===== src/rtl/ldl_fifo_burst_rd.sv =====
// FWFT FIFO read-side burst drainer with a registered 2-entry skid output.
// Define LDL_FIFO_BURST_RD_TIMEOUT_EN to flush short bursts after TO idle cycles.
module ldl_fifo_burst_rd #(
    parameter int DW = 8,
    parameter int AW = 4,
    parameter int BL = 4,
    parameter int TO = 64,
    parameter int TW = 8
) (
    input  logic          clk,
    input  logic          rst_n,
    input  logic          f_empty,
    input  logic [DW-1:0] f_dout,
    input  logic [AW-1:0] f_rcnt,
    output logic          f_re,
    output logic          o_valid,
    input  logic          o_ready,
    output logic [DW-1:0] o_data,
    output logic          o_sop,
    output logic          o_eop
);

    if (BL < 1 || BL > (1 << AW) - 1) begin : g_bl_chk
        $error("ldl_fifo_burst_rd: BL out of range");
    end
    if (TO < 1 || TO > (1 << TW) - 1) begin : g_to_chk
        $error("ldl_fifo_burst_rd: TO out of range");
    end

    typedef enum logic {IDLE, BURST} state_t;

    state_t        state;
    logic [AW-1:0] rem;
    logic          first;
    logic [1:0]    occ;
    logic [1:0]    occ_nxt;
    logic [DW-1:0] sk_data;
    logic          sk_sop;
    logic          sk_eop;
    logic          pop;
    logic          deq;
    logic          full_go;
    logic          in_sop;
    logic          in_eop;

    assign full_go = ~f_empty & (f_rcnt >= AW'(BL));
    // occ is registered, so o_ready never reaches f_re combinationally
    assign f_re    = (state == BURST) & ~f_empty & (rem != '0) & (occ != 2'd2);
    assign pop     = f_re;
    assign deq     = o_valid & o_ready;
    assign occ_nxt = occ + {1'b0, pop} - {1'b0, deq};
    assign in_sop  = first;
    assign in_eop  = (rem == AW'(1));

`ifdef LDL_FIFO_BURST_RD_TIMEOUT_EN
    logic [TW-1:0] tcnt;
    logic          to_go;

    assign to_go = ~f_empty & (tcnt == TW'(TO - 1));
`endif

    always_ff @(posedge clk or negedge rst_n) begin
        if (!rst_n) begin
            state <= IDLE;
            rem   <= '0;
            first <= 1'b0;
`ifdef LDL_FIFO_BURST_RD_TIMEOUT_EN
            tcnt  <= '0;
`endif
        end else begin
            case (state)
                IDLE: begin
                    // Full burst takes priority over a coincident timeout
                    if (full_go) begin
                        rem   <= AW'(BL);
                        first <= 1'b1;
                        state <= BURST;
`ifdef LDL_FIFO_BURST_RD_TIMEOUT_EN
                        tcnt  <= '0;
                    end else if (to_go) begin
                        rem   <= (f_rcnt == '0) ? AW'(1) : f_rcnt;
                        first <= 1'b1;
                        state <= BURST;
                        tcnt  <= '0;
                    end else if (f_empty) begin
                        tcnt <= '0;
                    end else if (tcnt != '1) begin
                        tcnt <= tcnt + 1'b1;
`endif
                    end
                end
                BURST: begin
                    if (pop) begin
                        rem   <= rem - 1'b1;
                        first <= 1'b0;
                        if (in_eop) begin
                            state <= IDLE;
                        end
                    end
                end
            endcase
        end
    end

    always_ff @(posedge clk or negedge rst_n) begin
        if (!rst_n) begin
            occ     <= '0;
            o_valid <= 1'b0;
            o_data  <= '0;
            o_sop   <= 1'b0;
            o_eop   <= 1'b0;
            sk_data <= '0;
            sk_sop  <= 1'b0;
            sk_eop  <= 1'b0;
        end else begin
            occ     <= occ_nxt;
            o_valid <= (occ_nxt != 2'd0);
            // Head refills from skid when full, else from the FIFO when free
            if (occ == 2'd2) begin
                if (deq) begin
                    o_data <= sk_data;
                    o_sop  <= sk_sop;
                    o_eop  <= sk_eop;
                end
            end else if (pop && (occ == 2'd0 || deq)) begin
                o_data <= f_dout;
                o_sop  <= in_sop;
                o_eop  <= in_eop;
            end else if (pop) begin
                sk_data <= f_dout;
                sk_sop  <= in_sop;
                sk_eop  <= in_eop;
            end
        end
    end

endmodule


===== config.mk =====
export PLATFORM = sky130hd
export DESIGN_NAME = ldl_fifo_burst_rd
export DESIGN_NICKNAME = d
export VERILOG_FILES = /design/src/rtl/ldl_fifo_burst_rd.sv
export SDC_FILE = /design/constraint.sdc
export NUM_CORES = 1
export LEC_CHECK = 0
export BUFFER_PORTS_ARGS = -buffer_cell sky130_fd_sc_hd__buf_2
export CORE_ASPECT_RATIO = 0.9
export CORE_MARGIN = 3
export CORE_UTILIZATION = 53
export DETAILED_ROUTE_END_ITERATION = 10
export HOLD_SLACK_MARGIN = 0.15
export PLACE_DENSITY = 0.77
export SLEW_MARGIN = 25
export SYNTH_ARGS = -nofsm -noshare
export SYNTH_HDL_FRONTEND = slang
export SYNTH_SLANG_ARGS = --single-unit

===== constraint.sdc =====
create_clock -name clk -period 2.9 [get_ports clk]
set_input_delay 0.87 -clock clk [delete_from_list [all_inputs] [get_ports clk]]
set_output_delay 0.87 -clock clk [all_outputs]
set_load 0.01 [all_outputs]

---- Word level (Yosys, flattened, before mapping) ----
Index checks and enable logic that the tools add are counted.
word-level totals
  register bits after elaboration ......... 29
  latch bits .............................. 0
  memory bits (writable) .................. 0
  bits in read-only memories .............. 0
  output and inout bits ................... 12
  word-level logic and storage cells ...... 58
  memories ................................ 0
operators by class
  $add $sub $neg .......................... 3
  multipliers ............................. 0
  divide/modulo/power cells ............... 0
  order comparisons ....................... 1
  equal/unequal tests ..................... 6
  shifts and indexed selects .............. 0
  multiplexer cells ....................... 19
  bitwise operators ....................... 9
  reduce and logical (&&, ||, !) cells .... 9
operator list
  kind                   number
  $mux W8                3
  $mux W1                11
  $mux W4                2
  $pmux W4 S2            1
  $ne A2 B2 Y1 const B   3
  $and A1 B1 Y1          5
  $eq A4 B1 Y1 const B   1
  $ge A4 B3 Y1 const B   1
  $not A1 Y1             4
  $pmux W1 S2            2
  $reduce_and A2 Y1      2
  $reduce_bool A2 Y1     2
  $reduce_bool A4 Y1     1
  $sub A4 B1 Y4 const B  1
  $reduce_and A3 Y1      1
  $add A2 B1 Y2          1
  $eq A2 B2 Y1 const B   1
  $logic_not A2 Y1       1
  $ne A2 B1 Y1 const B   1
  $sub A2 B1 Y2          1
  $logic_and A1 B1 Y1    1
  $logic_or A1 B1 Y1     1

---- Longest topological paths before layout ----
  depth after elaboration ................. 7
  gate-level depth with buffers ........... 10
  depth with buffers taken out ............ 9

---- Worst setup path after synthesis ----
OpenSTA, ideal clock, no wires.
  kind .................................... input-to-output
  from .................................... in f_empty
  to ...................................... out f_re
  data arrival time ....................... 1,593 ps
  required time ........................... 2,030 ps
  setup slack ............................. 437 ps
  cell stages on the path ................. 3
  buffers on the path ..................... 1
  cells stage by stage .................... or4_4 > buf_6 > clkinv_4
between the ends
  cells in the longest elaborated chain, start to end .. 4
ends and longest elaborated chain
  what                         line  text
  start, declared              12    input logic f_empty,
  $not A1 Y1                   48    assign f_re = (state == BURST) & ~f_empty & (rem != '0) & (occ != 2'd2);
  $and A1 B1 Y1 (3 in series)  48
  end, declared                15    output logic f_re,
No other way between the ends.

---- Worst setup path after layout ----
  from .................................... reg rem[0]
  to ...................................... out f_re
between the ends
  cells in the longest elaborated chain, start to end .. 3
ends and longest elaborated chain
  what                         line  text
  start, declared              33    logic [AW-1:0] rem;
  start signal, assigned       75    rem <= AW'(BL);
  start signal, assigned       94    rem <= rem - 1'b1;
  $reduce_bool A4 Y1           48
  $and A1 B1 Y1 (2 in series)  48
No other way between the ends.

==> flow_metrics.env <==
export IMPL_synth_area_leaders="dfrtp_1 51%, mux2_2 14%, mux2_4 11%, ha_1 4.4%, nand2_1 1.8%"
export IMPL_rsz0062_at_grt="false"
export IMPL_clkPwrFrac_pct=13.3
export IMPL_synth_seq_cells=29
export IMPL_syn_cell_area_mm2=0.00142
export IMPL_synth_area_leader_cell="dfrtp_1"
export IMPL_endpoint="f_re"
export IMPL_drive_gt1_share_pct=48.2
export IMPL_crit_path_end_kind="output port"
export IMPL_placedCellCount=158
export IMPL_hold_buffers=0
export IMPL_multiInputGateArea_um2=649
export IMPL_cts_root_buf="clkbuf_4"
export IMPL_hpwl_um=1760
export IMPL_pwr_share_seq_pct=39.5
export IMPL_period_minus_slack_ps=2750
export IMPL_numClockSinks=29
export IMPL_diodes=0
export IMPL_wl_per_cell_um=14.3
export IMPL_areaGrowthSynthToFinish_pct=14.6
export IMPL_tritoncts="done"
export IMPL_grt_max_degree=30
export IMPL_hold_path_class="reg -> reg"
export IMPL_ios=28
export IMPL_n_fill_cell=201
export IMPL_coreArea_mm2=0.00251
export IMPL_die_y_um=55.1
export IMPL_initialDrtViolationCount=21
export IMPL_combPwrFrac_pct=47.2
export IMPL_synth_seq_area_share_pct=51.1
export IMPL_nets=158
export IMPL_port_buffers=25
export IMPL_fin_crit_sh_pct=94.7
export IMPL_status="finished, final reports clean"
export IMPL_postCtsResizedCells=0
export IMPL_maxCapViolCount=0
export IMPL_regArea_um2=726
export IMPL_rr_endpoint="o_valid"
export IMPL_die_area_mm2=0.00334
export IMPL_final_cells=165
export IMPL_clk_latency_ps=320
export IMPL_rows=17
export IMPL_slew_violations=0
export IMPL_worst_pin_slew_ps=621
export IMPL_start_util_pct=56.6
export IMPL_met1_length_um=1070
export IMPL_dr_wl_met2_um=1110
export IMPL_internal_power_mw=1.18
export IMPL_syn_inst=106
export IMPL_cts_setup_buffers=0
export IMPL_finalSetupTns_ps=0
export IMPL_required_ps=2030
export IMPL_yosysWarningCount=0
export IMPL_gp_congestion=0.820
export IMPL_wl_met3_um=137
export IMPL_critPathKind="reg -> out"
export IMPL_final_area_mm2=0.00163
export IMPL_worstReg2RegStart="rem[0]"
export IMPL_powerDensity_mw_per_mm2=1110
export IMPL_netlist_area_leader_share_pct=51.1
export IMPL_ff2ff_path_depth=9
export IMPL_grt_pass1_wl_um=3820
export IMPL_syn_nets=127
export IMPL_wl_um=2360
export IMPL_die_x_um=60.6
export IMPL_clk_pin_slew_ps=80
export IMPL_dr_pass1_iters=4
export IMPL_grt_util_all_layers_pct=16.6
export IMPL_top_layer_used="met4"
export IMPL_p_leak_nw=0.817
export IMPL_max_vdd_ir_drop_mv=0.661
export IMPL_crit_start="rem[0]"
export IMPL_cts_buffer_depth=2
export IMPL_ff2ff_setup_slack_ps=670
export IMPL_synth_cell_type_count=27
export IMPL_grt_pass1_vias=843
export IMPL_antenna_found_initial=0
export IMPL_slew_headroom_pct=58.6
export IMPL_setup_ws_ps=154
export IMPL_skew_ps=2.79
export IMPL_vias=880
export IMPL_syn_avg_cell_area_um2=13.4
export IMPL_critPathMaxFanout=5
export IMPL_max_clock_freq_mhz=364
export IMPL_finalHoldViolations=0
export IMPL_critPathArrivalTime_ps=1880
export IMPL_drc_errors=0
export IMPL_setup_viol_count_final=0
export IMPL_cp_start_kind="register"
export IMPL_switching_power_uw=626
export IMPL_post_dp_cell_area_mm2=0.00157
export IMPL_ant_nets=0
export IMPL_htreeDepth=2
export IMPL_overflow=0
export IMPL_cts_buffers=5
export IMPL_via_per_inst=5.33
export IMPL_p_sw_share_pct=34.6
export IMPL_dpl_worst_slack_ps=289
==> synth_stat cells (all sizes together) <==
cell,n
nand2,7
a31oi,1
xnor2,2
nor2b,1
buf,2
nor2,5
a211oi,1
mux2,28
inv,6
nor4,1
nor3b,1
nand3,2
and3,1
or2,1
or4,1
dfrtp,29
o21ai,6
or3,1
o31ai,2
mux2i,1
ha,5
o21a,1
clkinv,1
==> cell usage in the layout, fill, tap and decap left out <==
master    instances
a211oi_1          1
a31oi_1           1
and3_1            1
buf_2            25
buf_4             1
clkbuf_1          1
clkbuf_4          5
clkbuf_8          1
clkinv_4          1
dfrtp_1          29
ha_1              5
inv_1             6
mux2_2           18
mux2_4           10
mux2i_1           1
nand2_1           7
nand3_1           2
nor2_1            4
nor2_8            1
nor2b_4           1
nor3b_1           1
nor4_1            1
o21a_1            1
o21ai_0           5
o21ai_4           1
o31ai_1           2
or2_2             1
or3_1             1
or4_4             1
xnor2_1           2
==> kinds of logic (layout without fill, tap and decap cells) <==
kind of cell	after synthesis	count (layout)	synth area share, %
muxes	29	29	25.5
DFF	29	29	51.1
and+or+nand+nor	21	21	9.07
AOI/OAI and AO/OA	11	11	5.46
buffers and inverters	9	40	3.26
adders and majority gates	5	5	4.40
xor gates and xnor gates	2	2	1.23
==> cell type report <==
type                       count  share of cell area, %
clock buffer                   7                   3.38
inverter                       7                   1.92
multi-input combinational     68                   39.9
sequential                    29                   44.5
tap                           28                   2.15
timing repair buffer          26                   8.14
==> state kept, by name (all words and copies together), names as in the netlist, 2 cells and up <==
name     count
o_data       8
occ          2
rem          4
sk_data      8
==> stage by stage <==
stage | util [%] | power (mW) | hold WS [ps]
detailed placement | 62.7 | 1.58 | 490
floorplan | - | 1.37 | 458
global placement | 62.7 | 1.54 | 483
CTS | 64.9 | 1.83 | 512
finish | 64.9 | 1.81 | 508
global route | 64.9 | 1.95 | 531
==> power by group through the flow <==
stage                     registers, mW  logic, mW  clock network, mW
after detailed placement          0.721      0.862                  0
after floorplan                   0.729      0.641                  0
after global routing              0.739      0.945              0.270
after global placement            0.704      0.835                  0
final                             0.713      0.853              0.241
after CTS                         0.714      0.868              0.251
==> worst max-delay path: stages, from the launching register on <==
cell and delay (ps):
dfrtp_1 430, inv_1 100, ha_1 220, nor3b_1 140, or4_4 450, clkinv_4 90
buf_2 120
==> metal layers <==
layer	up-vias	GRT usage, %
met3	6	7.66
met5	-	0
met4	0	6.86
met2	21	24.9
li1	434	-
met1	419	20.8
==> worst min-delay path by stage <==
stage	from	endpoint	depth (start not counted)
2_1_floorplan	occ[1]	occ[1]	1
5_1_grt	occ[1]	occ[1]	1
3_3_place_gp	sk_data[2]	sk_data[2]	1
6_report	occ[1]	occ[1]	1
4_1_cts	first	first	2
3_5_place_dp	first	first	2
(Power assumes the default switching activity.)
